### config.mk
export PLATFORM = sky130hd
export DESIGN_NAME = imm_extend_pipe
export DESIGN_NICKNAME = d
export VERILOG_FILES = /design/src/rtl/imm_extend_pipe.sv
export SDC_FILE = /design/constraint.sdc
export NUM_CORES = 1
export LEC_CHECK = 0
export BUFFER_PORTS_ARGS = -buffer_cell sky130_fd_sc_hd__buf_2
export CORE_AREA = 2 2 137 139
export CTS_CLUSTER_SIZE = 28
export DETAILED_ROUTE_END_ITERATION = 8
export DIE_AREA = 0 0 139 141
export SETUP_SLACK_MARGIN = 0.3
export SLEW_MARGIN = 10
export SYNTH_ARGS = -nofsm -noshare
export SYNTH_HDL_FRONTEND = slang
export SYNTH_SLANG_ARGS = --single-unit
export TNS_END_PERCENT = 1
### constraint.sdc
create_clock -name clk -period 4.3 [get_ports clk]
set_clock_uncertainty 0.15 [all_clocks]
set_input_delay 0.43 -clock clk [delete_from_list [all_inputs] [get_ports clk]]
set_output_delay 0.43 -clock clk [all_outputs]
set_load 0.005 [all_outputs]
### src/rtl/imm_extend_pipe.sv
// Decode-stage immediate generator: expands instr[31:7] to an XLEN-bit immediate and
// queues {imm, tag, err} in a 2-entry in-order buffer with valid/ready on both sides.
module imm_extend_pipe #(
  parameter int XLEN  = 32,
  parameter int TAG_W = 32
) (
  input  logic             clk,
  input  logic             rst,
  input  logic             flush,
  input  logic             in_valid,
  output logic             in_ready,
  input  logic [24:0]      in_inst,
  input  logic [2:0]       in_type,
  input  logic [TAG_W-1:0] in_tag,
  output logic             out_valid,
  input  logic             out_ready,
  output logic [XLEN-1:0]  out_imm,
  output logic [TAG_W-1:0] out_tag,
  output logic             out_err
);

  // Type codes; RTYPE shares 3'b111 with "no immediate", so both report err.
  localparam logic [2:0] ITYPE  = 3'd0;
  localparam logic [2:0] STYPE  = 3'd1;
  localparam logic [2:0] BTYPE  = 3'd2;
  localparam logic [2:0] UTYPE  = 3'd3;
  localparam logic [2:0] JTYPE  = 3'd4;
  localparam logic [2:0] ZTYPE  = 3'd5;
  localparam logic [2:0] SHTYPE = 3'd6;

  typedef enum logic [1:0] {EMPTY, ONE, FULL} state_t;

  state_t             state;
  logic [XLEN-1:0]    imm0, imm1;
  logic [TAG_W-1:0]   tag0, tag1;
  logic               err0, err1;
  logic [31:7]        i;
  logic [XLEN-1:0]    new_imm;
  logic               new_err;
  logic               push, pop;

  assign i = in_inst;

  // Expansion happens before the buffer, so stored entries are already final.
  always_comb begin
    new_imm = '0;
    new_err = 1'b0;
    case (in_type)
      ITYPE:  new_imm = {{(XLEN-12){i[31]}}, i[31:20]};
      STYPE:  new_imm = {{(XLEN-12){i[31]}}, i[31:25], i[11:7]};
      BTYPE:  new_imm = {{(XLEN-12){i[31]}}, i[7], i[30:25], i[11:8], 1'b0};
      UTYPE:  new_imm = {{(XLEN-31){i[31]}}, i[30:12], 12'b0};
      JTYPE:  new_imm = {{(XLEN-20){i[31]}}, i[19:12], i[20], i[30:21], 1'b0};
      ZTYPE:  new_imm = {{(XLEN-5){1'b0}}, i[19:15]};
      SHTYPE: new_imm = (XLEN == 64) ? {{(XLEN-6){1'b0}}, i[25:20]}
                                     : {{(XLEN-5){1'b0}}, i[24:20]};
      default: new_err = 1'b1;
    endcase
  end

  assign in_ready  = (state != FULL);
  assign out_valid = (state != EMPTY);
  assign push      = in_valid & in_ready;
  assign pop       = out_valid & out_ready;

  assign out_imm = imm0;
  assign out_tag = tag0;
  assign out_err = err0;

  // Slot 0 is always the head; slot 1 only holds the second entry while FULL.
  always_ff @(posedge clk or posedge rst) begin
    if (rst) begin
      state <= EMPTY;
      imm0  <= '0;
      tag0  <= '0;
      err0  <= 1'b0;
      imm1  <= '0;
      tag1  <= '0;
      err1  <= 1'b0;
    end else if (flush) begin
      state <= EMPTY;
    end else begin
      case (state)
        EMPTY: begin
          if (push) begin
            imm0  <= new_imm;
            tag0  <= in_tag;
            err0  <= new_err;
            state <= ONE;
          end
        end
        ONE: begin
          if (push && pop) begin
            imm0 <= new_imm;
            tag0 <= in_tag;
            err0 <= new_err;
          end else if (push) begin
            imm1  <= new_imm;
            tag1  <= in_tag;
            err1  <= new_err;
            state <= FULL;
          end else if (pop) begin
            state <= EMPTY;
          end
        end
        FULL: begin
          if (pop) begin
            imm0  <= imm1;
            tag0  <= tag1;
            err0  <= err1;
            state <= ONE;
          end
        end
        default: state <= EMPTY;
      endcase
    end
  end

endmodule

After elaboration in Yosys (flattened, before gate mapping)
Index checks and enable logic that the tools add are counted.

storage, ports and cells
  bits in registers = 132
  output and inout bits = 67

operators by class
  bitwise gates (word level) = 4
  muxes and demuxes = 21
  eq/ne operators = 16
  reductions and logical operators = 9

operators with widths
  kind                  count
  $pmux W32 S7          1
  $mux W32              6
  $pmux W32 S3          2
  $mux W2               6
  $eq A3 B3 Y1 const B  3
  $ne A3 B3 Y1 const B  3
  $ne A2 B2 Y1 const B  4
  $reduce_and A4 Y1     2
  $reduce_or A7 Y1      1
  $eq A3 B2 Y1 const B  2
  $pmux W2 S3           1
  $reduce_and A5 Y1     1
  $mux W1               4
  $ne A4 B4 Y1 const B  1
  $eq A3 B1 Y1 const B  1
  $logic_not A3 Y1      1
  $pmux W1 S3           1
  $reduce_bool A3 Y1    1
  $and A1 B1 Y1         2
  $eq A2 B1 Y1 const B  1
  $eq A2 B2 Y1 const B  1
  $logic_not A2 Y1      1
  $not A1 Y1            2
  $reduce_bool A2 Y1    1
  $logic_and A1 B1 Y1   1

Depth between registers and ports, before layout
  depth after elaboration = 7
  gate-level depth with buffers = 7

Least setup slack after synthesis
OpenSTA, ideal clock, no wires.

  path type = flip-flop to flip-flop
  from = reg state[1]
  to = reg imm1[0]
  setup slack = 2,412 ps
  data required time = 4,025 ps
  arrival time = 1,613 ps
  buffers on the path = 2
  library setup time = 125 ps
  cell stages (with the launch flop) = 6
  cell sequence = dfrtp_1 > nand2b_4 > or4b_4 > buf_6 > buf_6 > mux2_4

on the way
  longest elaborated chain between the ends = 5
  elaborated cells between the ends (all ways) = 8
  classes of those cells = 2 x eq/ne; 3 x bitwise; 3 x reduce/logical

RTL lines
  item                                                line    text
  start: declaration                                  33      state_t state;
  start signal: assignment                            73      state <= EMPTY;
  start signal: assignment                            81      state <= EMPTY;
  start signal: assignment                            89      state <= ONE;
  $ne A2 B2 Y1 or $reduce_bool A2 Y1 (tied branches)  61, 62
  $and A1 B1 Y1, on equally long branches             63, 64
  $logic_and A1 B1 Y1                                 93      if (push && pop) begin
  $not A1 Y1 (no line)                                n/a
  $reduce_and A4 Y1 (no line) (*)                     n/a
  end signal: assignment                              98      imm1 <= new_imm;
  end: declaration                                    34      logic [XLEN-1:0] imm0, imm1;

Mark *: on every way between the ends. The rest lies on a longest branch, timed or not.
A chain may end at the register's enable or synchronous reset.

Final worst setup path
  from = reg state[1]
  to = reg tag1[6]

on the way
  longest elaborated chain between the ends = 5
  elaborated cells between the ends (all ways) = 8
  classes of those cells = 2 x eq/ne; 3 x bitwise; 3 x reduce/logical

RTL lines
  item                                                line    text
  $ne A2 B2 Y1 or $reduce_bool A2 Y1 (tied branches)  61, 62
  $and A1 B1 Y1, on equally long branches             63, 64
  $logic_and A1 B1 Y1                                 93
  $not A1 Y1 (no line)                                n/a
  $reduce_and A4 Y1 (no line) (*)                     n/a
  end signal: assignment                              99      tag1 <= in_tag;
  end: declaration                                    35      logic [TAG_W-1:0] tag0, tag1;

Marked as above.

==> results.json <==
{
  "fp.dieH_um": 141,
  "slew_headroom_pct": 34.6,
  "synth_top_area_share_pct": 52.6,
  "cp_slowest_cell": "or4b_4",
  "rsz0062_at_grt": "no",
  "worstMarginPinSlew_ps": 981,
  "first_pass_iters": 4,
  "viasPerCell": 4.98,
  "fp-row-count": 50,
  "cap_violations": 0,
  "p_switching_mw": 1.07,
  "cts_buffers": 17,
  "ir_drop_mv": 0.283,
  "finish.instance_area_um2": 7620,
  "p_seq_share_pct": 44.9,
  "top_layer": "met4",
  "cts.htree.levels": 4,
  "slowest_delay_ps": 870,
  "fin_ws_ps": 1750,
  "cts-root-buf": "clkbuf_16",
  "finalHoldViolCount": 0,
  "wl_met3_um": 671,
  "totalWireLength_um": 15500,
  "required_ps": 4460,
  "yosysSeqAreaShare_pct": 52.6,
  "antenna_found_initial": 0,
  "cts_resized": 0,
  "period_minus_slack_ps": 2550,
  "overflow": 0,
  "wl_met1_um": 7800,
  "start_kind": "flip-flop",
  "gp_congestion": 0.800,
  "switching_share_pct": 28.9,
  "pwr-share-clk_pct": 36.5,
  "synth_edf_count": 0,
  "synth_area_leader_cell": "dfrtp_1",
  "synth_area_per_cell_um2": 9.86,
  "core_um2": 18300,
  "post_cts_buffers": 0,
  "p_int_mw": 2.63,
  "clk_path_buf_depth": 2,
  "syn_inst": 637,
  "cts_tree": "built",
  "comb_power_share_pct": 18.6,
  "ys.flop_type": "dfrtp_1",
  "wl_per_cell_um": 15.7,
  "cp_data_arrival_time_ps": 2720,
  "cts.sinks": 132,
  "setup_viol": 0,
  "synth_area_um2": 6280,
  "holdWs_ps": 54.9,
  "ys_ff_latch": 132,
  "setup.worst_path.end_class": "flip-flop",
  "synth_common_cells": "dfrtp_1, nand2_1, o21ai_0, nor2_1, mux2_4",
  "post-dp-hpwl_um": 9680,
  "synth_area_leaders": "dfrtp_1, mux2_4, nand2_1, o21ai_0, a31oi_1",
  "crit_fanout": 77,
  "yosysMostFrequentCell": "dfrtp_1",
  "drt_iter0_markers": 240,
  "timing.final.crit_share_pct": 59.4,
  "p_per_area_nw_per_um2": 486,
  "diodes": 0,
  "place_area_um2": 7070,
  "port_buffers": 131,
  "place_ws_ps": 1720,
  "grt_max_degree": 133,
  "grt_pass1_vias": 4695,
  "wl_met2_um": 6830,
  "fin_nets": 806,
  "ys.warnings.count": 0,
  "via_count": 4920,
  "hold_buffers": 0,
  "max_freq_mhz": 391,
  "die_w_um": 139,
  "grt_usage_pct": 16.3,
  "path_cells": "nand2b_4, or4b_4, buf_4, mux2_4",
  "ant_nets": 0,
  "p_leak_nw": 3.57,
  "synth_fp_nets": 702,
  "initial_core_util_pct": 34.4,
  "path_clk_slew_ps": 70,
  "async_flop_share_pct": 100,
  "layout-drive-gt1-share_pct": 29.8,
  "dieArea_um2": 19600,
  "ys_types": 40,
  "finalSetupTns_ps": 0,
  "worstSetupPathType": "flip-flop to flip-flop",
  "status": "complete, no violations",
  "grt_pass1_wl_um": 25600,
  "synthToLayoutAreaGrowth_pct": 21.3,
  "ios": 132,
  "insertion_delay_ps": 420,
  "min_path_type": "input port to asynchronous set/reset pin",
  "drv_slew": 0,
  "drc": 0
}
[registers in the layout, indices dropped and copies added, names as in the netlist]
name     cells
err1         1
imm1        32
tag1        32
out_err      1
out_imm     32
out_tag     32
state        2
[power by group through the flow]
stage | Combinational [mW] | Sequential [mW] | Clock (mW)
6_report | 0.689 | 1.66 | 1.35
5_1_grt | 0.776 | 1.70 | 1.43
3_5_place_dp | 0.699 | 1.68 | 0
3_3_place_gp | 0.690 | 1.68 | 0
2_1_floorplan | 0.438 | 1.67 | 0
4_1_cts | 0.703 | 1.66 | 1.39
[area by class of cell]
| class | instances | area, µm² |
|---|---|---|
| Fill cell | 1846 | 10600 |
| Sequential cell | 132 | 3300 |
| Multi-Input combinational cell | 447 | 2730 |
| Timing Repair Buffer | 140 | 736 |
| Clock buffer | 17 | 425 |
| Tap cell | 234 | 293 |
| Clock inverter | 15 | 121 |
| Inverter | 3 | 15.0 |
[cell families (layout without fill, tap and decap cells)]
group / Yosys count / in the layout / share of synthesized area, %
compound gates: 188 / 188 / 18.4
fa+ha+maj: 1 / 1 / 0.159
buf+inv: 58 / 175 / 4.30
flops: 132 / 132 / 52.6
mux: 45 / 45 / 10.2
simple gates: 213 / 213 / 14.3
[cell usage in the layout, fill, tap and decap left out, types with 6 or more instances in the layout]
cell type	netlist	layout
o21ai_0	58	58
mux2_4	37	37
nand2_1	130	130
buf_2	12	131
buf_4	0	8
a31oi_1	34	34
nand3_1	6	6
nand2b_1	8	8
nor2_1	51	51
clkbuf_16	0	17
a211oi_1	15	15
dfrtp_1	132	132
o21a_1	6	6
a21oi_1	35	35
o21ai_1	8	8
[critical path: cells and delay by family (launching register included)]
kind                   cells  cell delay [ps]
and+or+nand+nor            2             1050
DFF                        1              420
buffers and inverters      1              410
muxes                      1              330
[routing by layer]
layer | up-vias | global-route usage, %
li1 | 2437 | -
met1 | 2341 | 23.6
met2 | 125 | 24.3
met3 | 17 | 3.67
met4 | 0 | 5.10
met5 | - | 0
[path summary, 6_finish.rpt]
path | startpoint | end | slack, ps | cells after the start
max | state[1]$_DFFE_PP0P_ | tag1[6]$_DFFE_PP0P_ | 1750 | 4
min | rst | out_tag[23]$_DFFE_PP0P_ | 50 | 3
max reg2reg | state[1]$_DFFE_PP0P_ | tag1[6]$_DFFE_PP0P_ | 1750 | 4
min reg2reg | imm1[29]$_DFFE_PP0P_ | imm1[29]$_DFFE_PP0P_ | 320 | 2
max in group asynchronous | rst | out_imm[0]$_DFFE_PP0P_ | 3410 | 3
min in group clk | in_tag[15] | tag1[15]$_DFFE_PP0P_ | 100 | 2
[per-stage QoR]
stage / power [mW] / utilization, % / cells
final: 3.70 / 41.7 / 988
after global routing: 3.91 / 41.7 / 988
after CTS: 3.75 / 41.7 / 988
after detailed placement: 2.38 / 38.7 / 956
after global placement: 2.37 / 38.7 / 956
after floorplan: 2.11 / - / 637
Power figures use the tool's default switching activity.
